--- config.mk ---
export PLATFORM = sky130hd
export DESIGN_NAME = regfile_wb_arbiter
export DESIGN_NICKNAME = d
export VERILOG_FILES = /design/src/rtl/regfile_pkg.sv /design/src/rtl/regfile_wb_arbiter_rr_pick.sv /design/src/rtl/regfile_wb_arbiter.sv
export SDC_FILE = /design/constraint.sdc
export NUM_CORES = 1
export LEC_CHECK = 0
export ABC_AREA = 1
export BUFFER_PORTS_ARGS = -buffer_cell sky130_fd_sc_hd__buf_2
export CAP_MARGIN = 20
export CORE_MARGIN = 3
export CORE_UTILIZATION = 30
export CTS_CLUSTER_DIAMETER = 120
export DETAILED_ROUTE_END_ITERATION = 7
export PLACE_DENSITY_LB_ADDON = 0.15
export REMOVE_ABC_BUFFERS = 1
export SLEW_MARGIN = 10
export SYNTH_ARGS = -nofsm -noshare
export SYNTH_HDL_FRONTEND = slang
export SYNTH_HIERARCHICAL = 1
export SYNTH_SLANG_ARGS = --single-unit
export TNS_END_PERCENT = 5
--- constraint.sdc ---
create_clock -name clock -period 3.8 [get_ports clock]
set_input_delay 0.38 -clock clock [delete_from_list [all_inputs] [get_ports clock]]
set_output_delay 0.38 -clock clock [all_outputs]
set_load 0.02 [all_outputs]
--- src/rtl/regfile_pkg.sv ---
// Shared register-file constants and writeback source indices.
package regfile_pkg;

    localparam int REG_ADDR_W = 5;
    localparam int REG_DATA_W = 32;

    localparam logic [REG_ADDR_W-1:0] REG_ZERO = 5'd0;

    localparam int WB_SRC_ALU     = 0;
    localparam int WB_SRC_MULTDIV = 1;
    localparam int WB_SRC_LOAD    = 2;

endpackage

--- src/rtl/regfile_wb_arbiter_rr_pick.sv ---
// Combinational round-robin picker: rotate requests by the pointer,
// take the lowest set bit, then map the offset back to a source index.
module rr_pick
    import regfile_pkg::*;
#(
    parameter int N     = 3,
    parameter int PTR_W = (N > 1) ? $clog2(N) : 1
) (
    input  logic [N-1:0]     req,
    input  logic [PTR_W-1:0] ptr,
    output logic [N-1:0]     grant,
    output logic [PTR_W-1:0] idx,
    output logic             any
);

    logic [N-1:0]     rotated;
    logic [PTR_W-1:0] offset;
    logic [PTR_W:0]   sum;

    always_comb begin
        // NOTE: every output and temporary gets a default before the search, so no latch is inferred.
        grant   = '0;
        idx     = '0;
        any     = 1'b0;
        offset  = '0;
        rotated = N'({req, req} >> ptr);
        for (int i = N - 1; i >= 0; i--) begin
            if (rotated[i]) begin
                offset = PTR_W'(i);
                any    = 1'b1;
            end
        end
        sum = {1'b0, ptr} + {1'b0, offset};
        if (sum >= (PTR_W + 1)'(N)) begin
            sum = sum - (PTR_W + 1)'(N);
        end
        idx = PTR_W'(sum);
        if (any) begin
            grant = N'(1) << idx;
        end
    end

endmodule

--- src/rtl/regfile_wb_arbiter.sv ---
// Round-robin arbiter sharing the register-file write port between
// writeback sources, with a registered write stage and in-flight visibility.
module regfile_wb_arbiter
    import regfile_pkg::*;
#(
    parameter int NUM_REQ = 3,
    parameter int DATA_W  = REG_DATA_W,
    parameter int ADDR_W  = REG_ADDR_W
) (
    input  logic                      clock,
    input  logic                      ctrl_reset,
    input  logic                      wb_hold,
    input  logic [NUM_REQ-1:0]        req_valid,
    input  logic [NUM_REQ*ADDR_W-1:0] req_reg,
    input  logic [NUM_REQ*DATA_W-1:0] req_data,
    output logic [NUM_REQ-1:0]        req_ready,
    output logic                      ctrl_writeEnable,
    output logic [ADDR_W-1:0]         ctrl_writeReg,
    output logic [DATA_W-1:0]         data_writeReg,
    output logic                      pend_valid,
    output logic [ADDR_W-1:0]         pend_reg
);

    localparam int PTR_W = (NUM_REQ > 1) ? $clog2(NUM_REQ) : 1;

    logic [PTR_W-1:0]   rr_ptr;
    logic [PTR_W-1:0]   grant_idx;
    logic [NUM_REQ-1:0] pick_grant;
    logic               pick_any;
    logic               xfer;
    logic [ADDR_W-1:0]  sel_reg;
    logic [DATA_W-1:0]  sel_data;

    rr_pick #(
        .N     (NUM_REQ),
        .PTR_W (PTR_W)
    ) u_pick (
        .req   (req_valid),
        .ptr   (rr_ptr),
        .grant (pick_grant),
        .idx   (grant_idx),
        .any   (pick_any)
    );

    // Grant depends only on valid, hold, pointer and reset; the data paths never reach req_ready.
    assign xfer      = pick_any & ~wb_hold & ~ctrl_reset;
    assign req_ready = xfer ? pick_grant : '0;
    assign sel_reg   = req_reg[grant_idx*ADDR_W +: ADDR_W];
    assign sel_data  = req_data[grant_idx*DATA_W +: DATA_W];

    // NOTE: state registers use non-blocking assignments so every flop samples pre-edge values.
    always_ff @(posedge clock or posedge ctrl_reset) begin
        if (ctrl_reset) begin
            rr_ptr           <= '0;
            ctrl_writeEnable <= 1'b0;
            ctrl_writeReg    <= '0;
            data_writeReg    <= '0;
        end else if (xfer) begin
            rr_ptr           <= (grant_idx == PTR_W'(NUM_REQ - 1)) ? '0 : grant_idx + 1'b1;
            ctrl_writeEnable <= (sel_reg != ADDR_W'(REG_ZERO));
            ctrl_writeReg    <= sel_reg;
            data_writeReg    <= sel_data;
        end else begin
            ctrl_writeEnable <= 1'b0;
        end
    end

    assign pend_valid = ctrl_writeEnable;
    assign pend_reg   = ctrl_writeReg;

endmodule

==> impl_metrics.tcl <==
set metrics [dict create \
    synth_fa_ha_area_share_pct 1.84 \
    cts_tree "built" \
    fillers 826 \
    reg2reg_slack_ps 380 \
    synthSimpleGateAreaFrac_pct 23.8 \
    finalWorstSetupSlack_ps 237 \
    regArea_mm2 0.00100 \
    power.leakage_nw 1.81 \
    antenna_found_initial 0 \
    cts_setup_buffers 0 \
    tightest_slew_ps 828 \
    drv_cap 0 \
    synth_seq_cells 40 \
    areaGrowthSynthToFinish_pct 41.4 \
    fin_util_pct 44.3 \
    worstHoldPathType "primary input to async pin" \
    cts_root_buffer "clkbuf_8" \
    path_max_fanout 8 \
    ant_nets 0 \
    yosysSeqAreaShare_pct 40.9 \
    drt_pass1_iterations 4 \
    dp_hpwl_mm 5.82 \
    wl_met2_mm 3.78 \
    grt_pass1_vias 2367 \
    h-tree-depth 2 \
    cp.arrival_ps 3180 \
    drt_iter0_drc 68 \
    wl_met3_um 695 \
    overflow 0 \
    place_congestion 0.813 \
    grt_max_degree 45 \
    dpl_cell_area_mm2 0.00333 \
    power.density_mw_per_mm2 1300 \
    wirelength_mm 7.78 \
    critPathKind "register to output port" \
    finClkSkew_ps 6.34 \
    synth_compound_area_share_pct 23.4 \
    drive_gt1_share_pct 43.0 \
    highest_layer "met4" \
    clock_latency_ps 300 \
    synth-xor-area-share_pct 0 \
    dieArea_mm2 0.00928 \
    wire_per_inst_um 13.8 \
    worst_setup_path_end_kind "output port" \
    diodes 0 \
    nets 580 \
    multi_input_area_mm2 0.00121 \
    vdd.ir_drop.worst_v 0.000684 \
    setup_viol 0 \
    syn_avg_cell_area_um2 8.05 \
    status "complete, no violations" \
    start_util_pct 31.3 \
    vias 2651 \
    yosys.cell_types.count 23 \
    drc 0 \
    cts_sinks 40 \
    pin_count 164 \
    numCtsBuffers 5 \
    dp.cells 555 \
    instances_no_fill 563 \
    mostFrequentLayoutCell "buf_2" \
    wl_met1_mm 3.24 \
    clockBufferDepth 2 \
    report.power.total_mw 4.51 \
    fp.dieW_um 96.3 \
    grt_usage_pct 16.1 \
    port_buffers 163 \
    syn_area_mm2 0.00245 \
    synthMuxAreaShare_pct 0 \
    finalMaxSlewViolations 0 \
    synth_top_family_by_area "simple AND/OR/NAND/NOR gates" \
    clkTransAtPathRegs_ps 80 \
    rows 32 \
    fmax_ghz 0.281 \
    crit_required_ps 3420 \
    final_area_mm2 0.00346 \
    grt_first_pass_wirelength_mm 11.5 \
    slew_headroom_pct 44.7 \
    cp-start-kind "register" \
    final_cell_mix "buf_2, nand2_1, dfrtp_1" \
    fin_crit_sh_pct 93.8 \
    yosysWarnings 6 \
    core_mm2 0.00781 \
    period_needed_ps 3560 \
    dp_slack_ps 334 \
    vias_per_cell 4.71 \
    syn-instance-count 304 \
    die_h_um 96.3 \
    hold_viol 0 \
]
-- worst paths after layout --
kind                                                     from  cells past startpoint                             to
worst max-delay path                    rr_ptr[0]$_DFFE_PP0P_                     20                   req_ready[1]
worst min-delay path                               ctrl_reset                      3   ctrl_writeReg[4]$_DFFE_PP0P_
worst max register to register          rr_ptr[0]$_DFFE_PP0P_                     18  data_writeReg[25]$_DFFE_PP0P_
worst min register to register  data_writeReg[19]$_DFFE_PP0P_                      1  data_writeReg[19]$_DFFE_PP0P_
max in group asynchronous                          ctrl_reset                      3          rr_ptr[0]$_DFFE_PP0P_
min in group clock                               req_data[37]                      3   data_writeReg[5]$_DFFE_PP0P_
-- cell type report --
cell class | count | share of cell area [%]
clock inverters | 2 | 1.12
well taps | 102 | 3.69
multi-input cells | 216 | 34.9
inverters | 25 | 2.71
repair buffers | 172 | 26.3
flip-flops and latches | 40 | 29.0
clock buffers | 6 | 2.39
-- report_power, final --
part / leakage (nW) / internal, mW / total [mW] / switching [mW]
combinational: 1.29 / 1.22 / 3.37 / 2.15
clock: 0.0614 / 0.215 / 0.379 / 0.164
sequential: 0.461 / 0.646 / 0.766 / 0.120
total: 1.81 / 2.08 / 4.51 / 2.43
-- per-layer routing --
layer  track usage [%]  vias up
li1                  -     1349
met1              20.8     1181
met2              27.0      116
met3              3.83        5
met4              4.09        0
met5                 0        -
-- Yosys cell counts, drive strengths merged --
library cell / n / area, um^2
nand2: 74 / 288
dfrtp: 40 / 1000
o21a: 14 / 105
nand3: 24 / 143
inv: 25 / 93.8
a22oi: 18 / 135
o21ai: 7 / 35.0
clkbuf: 3 / 11.3
nor2: 23 / 109
nand4: 7 / 43.8
a21oi: 28 / 140
a2bb2oi: 18 / 158
fa: 1 / 20.0
buf: 20 / 140
ha: 2 / 25.0
-- cells by family (layout without fill, tap and decap cells) --
group | Yosys count | after routing
flip-flops | 40 | 40
adder cells (fa/ha/maj) | 3 | 3
AO/OA/AOI/OAI | 85 | 85
buffers and inverters | 48 | 205
AND/OR/NAND/NOR | 128 | 128
-- worst max-delay path, stage by stage, from the launching register on --
cell     delay [ps]
dfrtp_2         450
inv_2            70
nand2_1          60
nand3_1          90
nand2_2         100
a21oi_1         140
ha_1            160
inv_1            50
fa_1            530
inv_2            60
ha_1            230
nor2_4          130
nand2_1          70
nand2_1          80
nand2_2         130
nor2_1          120
nand2_1          60
inv_1            40
inv_1            30
nor2_1           90
buf_2           180
-- repair_timing --
action                                  in CTS  in global routing
endpoints found under the hold margin        0                  0
resized for setup                            0                  2
endpoints found under the setup margin       0                  3
hold buffers                                 0                  0
-- flip-flops by register name (all words and copies together), names as in the netlist --
signal,count
ctrl_writeEnable,1
ctrl_writeReg,5
data_writeReg,32
rr_ptr,2
-- metrics by stage --
stage                     TNS (ps)  hold WS (ps)
after floorplan                  0           532
after global placement           0           468
after detailed placement         0           476
after CTS                        0           246
after global routing         -7.39           278
final                            0           231
Power figures use the tool's default switching activity.
